**src/rtl/divchk_pkg.sv**
```systemverilog
// ============================================================================
// Module   : divchk_pkg
// Purpose  : Shared types, counter constants and timer sizing for the
//            divider result checker.
// Revision : 1.0
// ============================================================================
`default_nettype none

package divchk_pkg;

  typedef enum logic [1:0] {
    IDLE = 2'd0,
    WAIT = 2'd1,
    MULT = 2'd2,
    CMP  = 2'd3
  } state_e;

  localparam int             CNT_W   = 16;
  localparam logic [CNT_W-1:0] CNT_MAX = 16'hFFFF;

  function automatic int timer_width(input int timeout);
    return $clog2(timeout);
  endfunction

endpackage

`default_nettype wire

```
**src/rtl/divchk_shift_mult.sv**
```systemverilog
// ============================================================================
// Module   : divchk_shift_mult
// Purpose  : WIDTH-cycle shift-add multiplier; one multiplier bit per cycle.
// Revision : 1.0
// ============================================================================
`default_nettype none

module divchk_shift_mult
  import divchk_pkg::*;
#(
  parameter int WIDTH = 24
) (
  input  logic               clk,
  input  logic               reset,
  input  logic               start,
  input  logic [WIDTH-1:0]   a,
  input  logic [WIDTH-1:0]   b,
  output logic               done,
  output logic [2*WIDTH-1:0] product
);

  localparam int             CW       = $clog2(WIDTH) + 1;
  localparam logic [CW-1:0]  CNT_LAST = CW'(WIDTH - 1);

  logic [2*WIDTH-1:0] mcand_q, mcand_d;
  logic [2*WIDTH-1:0] acc_q, acc_d;
  logic [WIDTH-1:0]   mplier_q, mplier_d;
  logic [CW-1:0]      cnt_q, cnt_d;
  logic               active_q, active_d;

  // done flags the edge that performs the final partial-product step
  assign done    = active_q && (cnt_q == CNT_LAST);
  assign product = acc_q;

  always_comb begin
    mcand_d  = mcand_q;
    acc_d    = acc_q;
    mplier_d = mplier_q;
    cnt_d    = cnt_q;
    active_d = active_q;
    if (start) begin
      mcand_d  = {{WIDTH{1'b0}}, b};
      mplier_d = a;
      acc_d    = '0;
      cnt_d    = '0;
      active_d = 1'b1;
    end else if (active_q) begin
      if (mplier_q[0]) begin
        acc_d = acc_q + mcand_q;
      end
      mcand_d  = mcand_q << 1;
      mplier_d = mplier_q >> 1;
      cnt_d    = cnt_q + 1'b1;
      if (done) begin
        active_d = 1'b0;
      end
    end
  end

  always_ff @(posedge clk or posedge reset) begin
    if (reset) begin
      mcand_q  <= '0;
      acc_q    <= '0;
      mplier_q <= '0;
      cnt_q    <= '0;
      active_q <= 1'b0;
    end else begin
      mcand_q  <= mcand_d;
      acc_q    <= acc_d;
      mplier_q <= mplier_d;
      cnt_q    <= cnt_d;
      active_q <= active_d;
    end
  end

endmodule

`default_nettype wire

```
**config.mk**
```make
export PLATFORM = sky130hd
export DESIGN_NAME = divchk_shift_mult
export DESIGN_NICKNAME = d
export VERILOG_FILES = /design/src/rtl/divchk_pkg.sv /design/src/rtl/divchk_shift_mult.sv
export SDC_FILE = /design/constraint.sdc
export NUM_CORES = 1
export LEC_CHECK = 0
export CORE_ASPECT_RATIO = 0.75
export CORE_MARGIN = 2
export CORE_UTILIZATION = 65
export DETAILED_ROUTE_END_ITERATION = 8
export DONT_BUFFER_PORTS = 1
export GPL_TIMING_DRIVEN = 1
export HOLD_SLACK_MARGIN = 0.08
export PLACE_DENSITY = 0.84
export SLEW_MARGIN = 5
export SYNTH_ARGS = -nofsm -noshare
export SYNTH_HDL_FRONTEND = slang
export SYNTH_SLANG_ARGS = --single-unit
export TNS_END_PERCENT = 100
```
**constraint.sdc**
```tcl
create_clock -name clk -period 4.4 [get_ports clk]
set_clock_uncertainty 0.15 [all_clocks]
set_input_delay 0.44 -clock clk [delete_from_list [all_inputs] [get_ports clk]]
set_output_delay 0.44 -clock clk [all_outputs]
set_load 0.05 [all_outputs]
```
==> results of run 1 <==
-- layout make-up --
type | instances | area share
clock buffers | 22 | 0.0506
clock inverters | 9 | 0.0123
inverters | 9 | 0.00396
multi-input cells | 719 | 0.500
flip-flops and latches | 127 | 0.347
well taps | 166 | 0.0227
repair buffers | 58 | 0.0636
-- how the worst max path moves through the flow --
stage	slack, ns	to
floorplan	0.43	active_q
global placement	1.01	product[41]
detailed placement	0.93	product[41]
CTS	0.89	product[41]
global route	0.69	product[40]
finish	0.85	product[41]
-- worst register-to-register path: stages (launching register included) --
cell      delay [ns]
dfrtp_1         0.61
ha_1            0.44
a211oi_2        0.09
o21ai_2         0.24
a41oi_4         0.18
o41ai_4         0.52
a31oi_4         0.22
o31ai_4         0.39
a31oi_1         0.16
or4_1           0.41
nand3_1         0.09
-- flip-flops by register name, summed over array words and instances, names as in the netlist --
register and cells:
active_q 1, cnt_q 6, mcand_q 48, mplier_q 24, product 48
-- metal layers --
| layer | global-route usage | up-vias | share of wire | wire (µm) |
|---|---|---|---|---|
| met4 | 0.107 | 0 | 0.020 | 412 |
| met5 | 0 | - | 0 | 0 |
| met2 | 0.512 | 309 | 0.46 | 9540 |
| li1 | - | 3273 | - | - |
| met1 | 0.453 | 3253 | 0.44 | 9140 |
| met3 | 0.0869 | 35 | 0.083 | 1740 |
-- power breakdown --
part	switching (µW)	leakage (µW)	total, µW	internal (µW)
registers	192	0.00167	1430	1240
clock network	529	0.000268	1390	860
logic	355	0.00264	588	232
total	1080	0.00457	3410	2330
-- synthesized netlist by cell type (10+ instances only) --
| master | number | area [µm²] |
|---|---|---|
| nand3_1 | 12 | 60.1 |
| nand2_1 | 148 | 556 |
| dfrtp_1 | 127 | 3180 |
| a21oi_1 | 91 | 455 |
| a31oi_1 | 10 | 62.6 |
| mux2i_1 | 73 | 731 |
| xnor2_1 | 22 | 193 |
| nor3_1 | 10 | 50.1 |
| nor2_1 | 71 | 267 |
| a21o_1 | 20 | 150 |
| xor2_1 | 17 | 149 |
| nand4_1 | 14 | 87.6 |
| clkbuf_1 | 40 | 150 |
| o21ai_0 | 92 | 460 |
| ha_1 | 48 | 601 |
-- what timing repair did --
action	4_1_cts	5_1_grt
hold endpoints to repair	172	0
hold buffers	52	0
setup endpoints to repair	0	0
-- through the flow --
step           setup WS [ns]  hold slack [ns]  instance area (µm²)  std cells
2_1_floorplan          0.426            0.363                 7980        904
3_3_place_gp            1.01            0.314                 8050       1027
3_5_place_dp           0.926            0.316                 8050       1027
4_1_cts                0.886           0.0838                 9170       1110
5_1_grt                0.692           0.0872                 9170       1110
6_report               0.849           0.0941                 9170       1110
-- cell families (layout without fill, tap and decap cells) --
group	count (synthesis)	count (layout)	synth area share
xor gates and xnor gates	39	39	0.0428
muxes	73	73	0.0916
DFF	127	127	0.398
and+or+nand+nor	303	303	0.169
buffers and inverters	58	98	0.0276
AOI/OAI and AO/OA	255	255	0.193
adders and majority gates	49	49	0.0778
==> impl_metrics.yaml, run 1 <==
status:
  status: "finished clean"
cts:
  cts-root-buf: "clkbuf_16"
  clock_sinks: 127
  clockBufferDepth: 2
  cts_tree: "built"
  htree_levels: 4
  clkTransAtPathRegs_ns: 0.06
  clk_latency_ns: 0.42
  post_cts_resized: 0
  numCtsBuffers: 17
  post_cts_buffers: 0
setup_path:
  reg2regPathDepth: 10
  crit_chain: "ha_1, a211oi_2, o21ai_2, a41oi_4, o41ai_4, a31oi_4, o31ai_4, a31oi_1, or4_1, nand3_1"
  r2r-start: "product[1]"
  crit_family: "compound AO/OA/AOI/OAI gates"
  setup.worst_path.start_class: "flop"
  critPathBufInv: 0
  crit_path_start: "product[1]"
  cp.depth: 10
  crit_type: "reg2reg"
  cp_slowest_cell: "dfrtp_1"
  r2r-end: "product[41]"
  reg2reg_slack_ns: 0.85
  crit_path_end_kind: "flop"
  required_ns: 4.60
  worstPathArrival_ns: 3.75
  crit_fanout: 4
  crit_path_max_incr_delay_ns: 0.61
power:
  total_power_uw: 3410
  p_per_area_nw_per_um2: 372
  vdd_drop_max_uv: 289
  leakage_uw: 0.00457
floorplan:
  boundaryPins: 100
  dieHeight_um: 100
  die_w_um: 132
  die-area_um2: 13200
  start_util: 0.658
  core-area_um2: 12100
  rows: 35
synthesis:
  netlist_area_um2: 7980
  synth-edff-count: 0
  synthCells: 904
  ys_async_sr_fraction: 1.00
  yosysUniqueCellTypes: 51
  ys_ff_latch: 127
  synth_top_flop_cell: "dfrtp_1"
  yosysSeqAreaShare: 0.398
  yosys_warnings: 0
  syn-num-nets: 1004
  syn_area_per_cell_um2: 8.83
grt:
  grt_pass1_vias: 6784
  grt_max_degree: 164
  grt_pass1_wl_mm: 34.5
  grtUsageTotal: 0.329
  gr-total-overflow: 0
  antenna_found_initial: 0
finish:
  ff_latch_area_um2: 3180
  multiInputGateArea_um2: 4580
  area_growth_pct: 14.9
  final_cell_mix: "148 x nand2_1, 126 x dfrtp_1, 92 x o21ai_0, 91 x a21oi_1, 73 x mux2i_1"
  diodes: 0
  drive_gt1_frac: 0.0530
  nNetsFinal: 1032
  nFillCells: 847
  layout_commonest_cell: "nand2_1"
  final_util: 0.756
timing:
  setup_viol: 0
  min_period_ns: 3.55
  slew_violations: 0
  hold_viol_final: 0
  finalCritPeriodShare: 0.807
  rsz0062_at_grt: "false"
  worstMarginPinSlew_ns: 1.07
  fin_setup_tns_ns: 0
  fmax_mhz: 282
  max-slew-margin-rel: 0.289
run:
  drv_cap: 0
route:
  routed_wl_mm: 20.8
  wl_per_cell_um: 18.8
  drtPass1Iterations: 5
  drtIter0Drc: 643
  vias: 6870
  drtAntennaViolNets: 0
  drc_errors: 0
  via_per_inst: 6.19
worst_hold_path:
  hp-class: "in2reg"
  holdPathStages: 2
  holdCritStartpoint: "start"
  worstHoldEndpoint: "product[22]"
placed_design:
  hpwl_mm: 12.7
  globalplace.congestion: 0.953
  portBuffers: 0
(Power assumes the default switching activity.)
==> run 2: changes to the inputs <==
==> constraint.sdc (replaced) <==
create_clock -name clk -period 3.35 [get_ports clk]
set_clock_uncertainty 0.15 [all_clocks]
set_input_delay 0.335 -clock clk [delete_from_list [all_inputs] [get_ports clk]]
set_output_delay 0.335 -clock clk [all_outputs]
set_load 0.05 [all_outputs]
==> run 2 against run 1 <==
Compared with the run above:
- flip-flop and latch count unchanged
- maximum frequency rose by 10%
- hold slack better by 0.0067 ns
- clock-buffer cell count is 3 lower
- sequential share of layout area fell by 1.1 points
- worst setup slack got worse by 0.71 ns
- critical path type unchanged
- largest cell class unchanged
==> impl_metrics.yaml, run 2 (synthesis gave the netlist of run 1 again) <==
status:
  status: "finished clean"
floorplan:
  die_w_um: 132
  boundaryPins: 100
  rows: 35
  die-area_um2: 13200
  dieHeight_um: 100
  start_util: 0.658
  core-area_um2: 12100
setup_path:
  cp_slowest_cell: "o41ai_4"
  crit_type: "reg2reg"
  crit_fanout: 4
  required_ns: 3.56
  setup.worst_path.start_class: "flop"
  crit_path_end_kind: "flop"
  crit_chain: "ha_1, a211oi_2, o21ai_2, a41oi_4, o41ai_4, a31oi_4, o31ai_4, a31oi_1, or4_1, nand3_1"
  worstPathArrival_ns: 3.42
  crit_path_max_incr_delay_ns: 0.45
cts:
  clk_latency_ns: 0.43
  numCtsBuffers: 17
  htree_levels: 4
  clockBufferDepth: 2
  cts_tree: "built"
  clkTransAtPathRegs_ns: 0.06
  cts-root-buf: "clkbuf_16"
  clock_sinks: 127
route:
  drtIter0Drc: 680
  highest_layer: "met4"
  drtAntennaViolNets: 0
  wl_per_cell_um: 18.6
  wl_met1_mm: 9.30
  vias: 7155
  wl_met2_mm: 10.1
  drc_errors: 0
  wl_met3_mm: 1.57
  drtPass1Iterations: 5
  via_per_inst: 6.22
  routed_wl_mm: 21.4
run:
  drv_cap: 0
timing:
  hold_viol_final: 0
  fin_setup_tns_ns: 0
  slew_violations: 0
  max-slew-margin-rel: 0.346
  setup_viol: 0
  worstMarginPinSlew_ns: 0.978
  min_period_ns: 3.22
  finalCritPeriodShare: 0.960
  fmax_mhz: 311
  rsz0062_at_grt: "false"
placed_design:
  portBuffers: 0
  dpl_cell_area_um2: 8360
  globalplace.congestion: 0.948
  hpwl_mm: 13.1
finish:
  drive_gt1_frac: 0.0955
  ff_latch_area_um2: 3180
  nNetsFinal: 1071
  final_cell_mix: "148 x nand2_1, 126 x dfrtp_1, 92 x o21ai_0, 91 x a21oi_1, 73 x mux2i_1"
  stdcell_area_um2: 9480
  diodes: 0
  area_growth_pct: 18.8
  layout_commonest_cell: "nand2_1"
  nFillCells: 806
  multiInputGateArea_um2: 4590
power:
  vdd_drop_max_uv: 392
  p_per_area_nw_per_um2: 483
  leakage_uw: 0.00479
  total_power_uw: 4580
grt:
  grtUsageTotal: 0.332
  grt_max_degree: 177
  grt_pass1_wl_mm: 34.7
  antenna_found_initial: 0
  gr-total-overflow: 0
  grt_pass1_vias: 6929
worst_hold_path:
  hp-class: "in2reg"
==> run 2: metrics by stage <==
stage,hold slack (ns),utilization,worst slack [ns],std cells
after global placement,0.124,0.689,0.313,1066
after global routing,0.106,0.782,0.00483,1150
after detailed placement,0.122,0.689,0.186,1066
final,0.101,0.782,0.135,1150
after floorplan,0.306,-,0.158,904
after CTS,0.0911,0.781,0.129,1149
==> run 2: area by class of cell <==
| class | count | share of cell area |
|---|---|---|
| Clock buffer | 19 | 0.0467 |
| Timing Repair Buffer | 97 | 0.0934 |
| Sequential cell | 127 | 0.336 |
| Multi-Input combinational cell | 719 | 0.484 |
| Tap cell | 166 | 0.0219 |
| Clock inverter | 13 | 0.0145 |
| Inverter | 9 | 0.00396 |
==> run 2: metal layers <==
metal / up-vias / GRT usage
li1: 3358 / -
met5: - / 0
met4: 0 / 0.100
met1: 3464 / 0.442
met3: 33 / 0.0763
met2: 300 / 0.547
==> run 2: path summary, 6_finish.rpt <==
kind                              from           to  slack [ns]  cells past startpoint
setup / recovery            mcand_q[1]  product[41]        0.13                     10
hold / removal                   start  product[43]        0.10                      2
setup reg to reg            mcand_q[1]  product[41]        0.13                     10
hold reg to reg            mcand_q[28]  mcand_q[28]        0.41                      2
max in group asynchronous        reset     active_q        1.88                      3
min in group asynchronous        reset   product[9]        0.29                      2
==> run 2: report_power, final <==
group	internal, µW	switching, µW	total [µW]
Sequential	1630	77.8	1710
Clock	1110	727	1840
Combinational	361	666	1030
==> run 2: timing repair <==
action                     CTS  global route
setup endpoints to repair    0             4
buffers inserted             0             1
gates resized for setup      0             1
hold endpoints to repair   141             0
hold buffers                51             0
==> run 2: worst max-delay path, delay by kind of cell, from the launching register on <==
family	cells	cell delay, ns
AO/OA/AOI/OAI	7	1.71
adder cells (fa/ha/maj)	1	0.34
flip-flops	1	0.44
AND/OR/NAND/NOR	2	0.50
==> run 3: changes to the inputs <==
--- a/config.mk
+++ b/config.mk
@@ -8,11 +8,12 @@
 export CORE_ASPECT_RATIO = 0.75
 export CORE_MARGIN = 2
 export CORE_UTILIZATION = 65
+export CTS_BUF_LIST = sky130_fd_sc_hd__clkbuf_4
 export DETAILED_ROUTE_END_ITERATION = 8
 export DONT_BUFFER_PORTS = 1
 export GPL_TIMING_DRIVEN = 1
 export HOLD_SLACK_MARGIN = 0.08
-export PLACE_DENSITY = 0.84
+export PLACE_DENSITY = 0.9
 export SLEW_MARGIN = 5
 export SYNTH_ARGS = -nofsm -noshare
 export SYNTH_HDL_FRONTEND = slang
==> run 3 against run 2 <==
Compared with the run above:
- non-clock buffer count is the same
- via count shrank 1.4%
- clock-buffer cell count is 1 lower
- worst setup slack improved by 0.031 ns
- clock power shrank 46%
- critical path type unchanged
- largest cell class unchanged
- largest power group is now registers
==> impl_metrics.yaml, run 3 (synthesis gave the netlist of run 1 again) <==
power:
  p_clk_frac: 0.266
  p_comb_frac: 0.275
  swShare: 0.365
  total_power_uw: 3720
  p_seq_frac: 0.459
  p_int_uw: 2360
  vdd_drop_max_uv: 353
  leakage_uw: 0.00464
  p_switching_uw: 1360
  p_per_area_nw_per_um2: 406
route:
  wl_per_cell_um: 17.7
  vias: 7057
  drtPass1Iterations: 5
  via_per_inst: 6.14
  routed_wl_mm: 20.4
  drc_errors: 0
  drtAntennaViolNets: 0
  drtIter0Drc: 574
grt:
  grt_max_degree: 181
  grt_pass1_vias: 6841
  gr-total-overflow: 0
  grt_pass1_wl_mm: 34.0
  grtUsageTotal: 0.319
  antenna_found_initial: 0
finish:
  area_growth_pct: 14.8
  nNetsFinal: 1071
  nFillCells: 870
  diodes: 0
  layout_commonest_cell: "nand2_1"
  stdcell_area_um2: 9160
  drive_gt1_frac: 0.0986
  final_cell_mix: "148 x nand2_1, 126 x dfrtp_1, 92 x o21ai_0, 90 x a21oi_1, 73 x mux2i_1"
  fin_cells: 1150
setup_path:
  setup.worst_path.start_class: "flop"
  crit_type: "reg2reg"
  crit_path_start: "mcand_q[1]"
  crit_path_max_incr_delay_ns: 0.46
  r2r-start: "mcand_q[1]"
  required_ns: 3.67
  crit_chain: "ha_1, a211oi_2, o21ai_2, a41oi_4, o41ai_4, a31oi_4, o31ai_4, a31oi_1, or4_1, nand3_1"
  reg2regPathDepth: 10
  crit_fanout: 4
  cp_slowest_cell: "dfrtp_1"
  endpoint: "product[41]"
  worstPathArrival_ns: 3.51
  r2r-end: "product[41]"
  crit_path_end_kind: "flop"
  reg2reg_slack_ns: 0.17
cts:
  htree_levels: 4
  cts-root-buf: "clkbuf_4"
  clockBufferDepth: 2
  numCtsBuffers: 17
  clkTransAtPathRegs_ns: 0.11
  cts_tree: "built"
  clk_latency_ns: 0.54
  clock_sinks: 127
floorplan:
  die-area_um2: 13200
  boundaryPins: 100
  dieHeight_um: 100
  rows: 35
  die_w_um: 132
  core-area_um2: 12100
  start_util: 0.658
status:
  status: "finished clean"
placed_design:
  portBuffers: 0
  hpwl_mm: 13.3
  place_ws_ns: 0.183
  globalplace.congestion: 0.997
  place_inst: 1067
  dpl_cell_area_um2: 8370
timing:
  fin_setup_tns_ns: 0
  min_period_ns: 3.18
  worstMarginPinSlew_ns: 0.935
  slew_violations: 0
  finalCritPeriodShare: 0.950
  rsz0062_at_grt: "false"
  setup_viol: 0
  hold_viol_final: 0
  fmax_mhz: 314
  max-slew-margin-rel: 0.374
  layout_setup_ws_ns: 0.166
run:
  drv_cap: 0
worst_hold_path:
  hp-class: "in2reg"
==> run 3: changes by cell type in the layout (fill, tap and decap cells not counted), sizes merged <==
cell | before | now
buf | 47 | 48
bufinv | 2 | 1
clkinvlp | 4 | 6
clkbuf | 19 | 18
dlygate4sd3 | 50 | 49
==> run 3: worst max-delay path, delay by kind of cell, from the launching register on <==
kind                       cells  cell delay [ns]
DFF                            1             0.46
adders and majority gates      1             0.34
AOI/OAI and AO/OA              7             1.68
and+or+nand+nor                2             0.50
==> run 3: cell type report <==
type	count	area, µm²	share of cell area
well taps	166	208	0.0227
clock buffers	18	135	0.0148
repair buffers	97	883	0.0965
clock inverters	14	118	0.0128
multi-input cells	719	4590	0.502
flip-flops and latches	127	3180	0.347
inverters	9	37.5	0.00410
==> run 3: how the worst min path moves through the flow <==
stage / startpoint / to / cells after the start
after floorplan: b[0] / mcand_q[0] / 2
after global placement: start / cnt_q[4] / 1
after detailed placement: start / product[24] / 1
after CTS: start / product[19] / 2
after global routing: start / mcand_q[47] / 2
final: start / product[19] / 2
==> run 3: through the flow <==
stage,util,hold WS [ns]
2_1_floorplan,-,0.306
3_3_place_gp,0.690,0.269
3_5_place_dp,0.690,0.264
4_1_cts,0.753,0.130
5_1_grt,0.755,0.143
6_report,0.755,0.133
==> run 3: power by group through the flow <==
stage | clock network, µW | registers [µW] | logic, µW
finish | 990 | 1710 | 1020
global placement | 0 | 1720 | 894
global route | 1060 | 1720 | 1110
floorplan | 0 | 1870 | 566
detailed placement | 0 | 1730 | 918
CTS | 989 | 1700 | 1000
==> run 3: routing by layer <==
layer | track usage | share of wire | vias to the layer above
met2 | 0.508 | 0.46 | 282
met4 | 0.0903 | 0.021 | 0
li1 | - | - | 3353
met5 | 0 | 0 | -
met3 | 0.0727 | 0.079 | 45
met1 | 0.444 | 0.44 | 3377
==> run 3: timing repair <==
action / 4_1_cts / 5_1_grt
setup endpoints to repair: 0 / 6
hold buffers: 50 / 0
endpoints found under the hold margin: 254 / 0
setup buffers: 0 / 1
resized for setup: 0 / 3
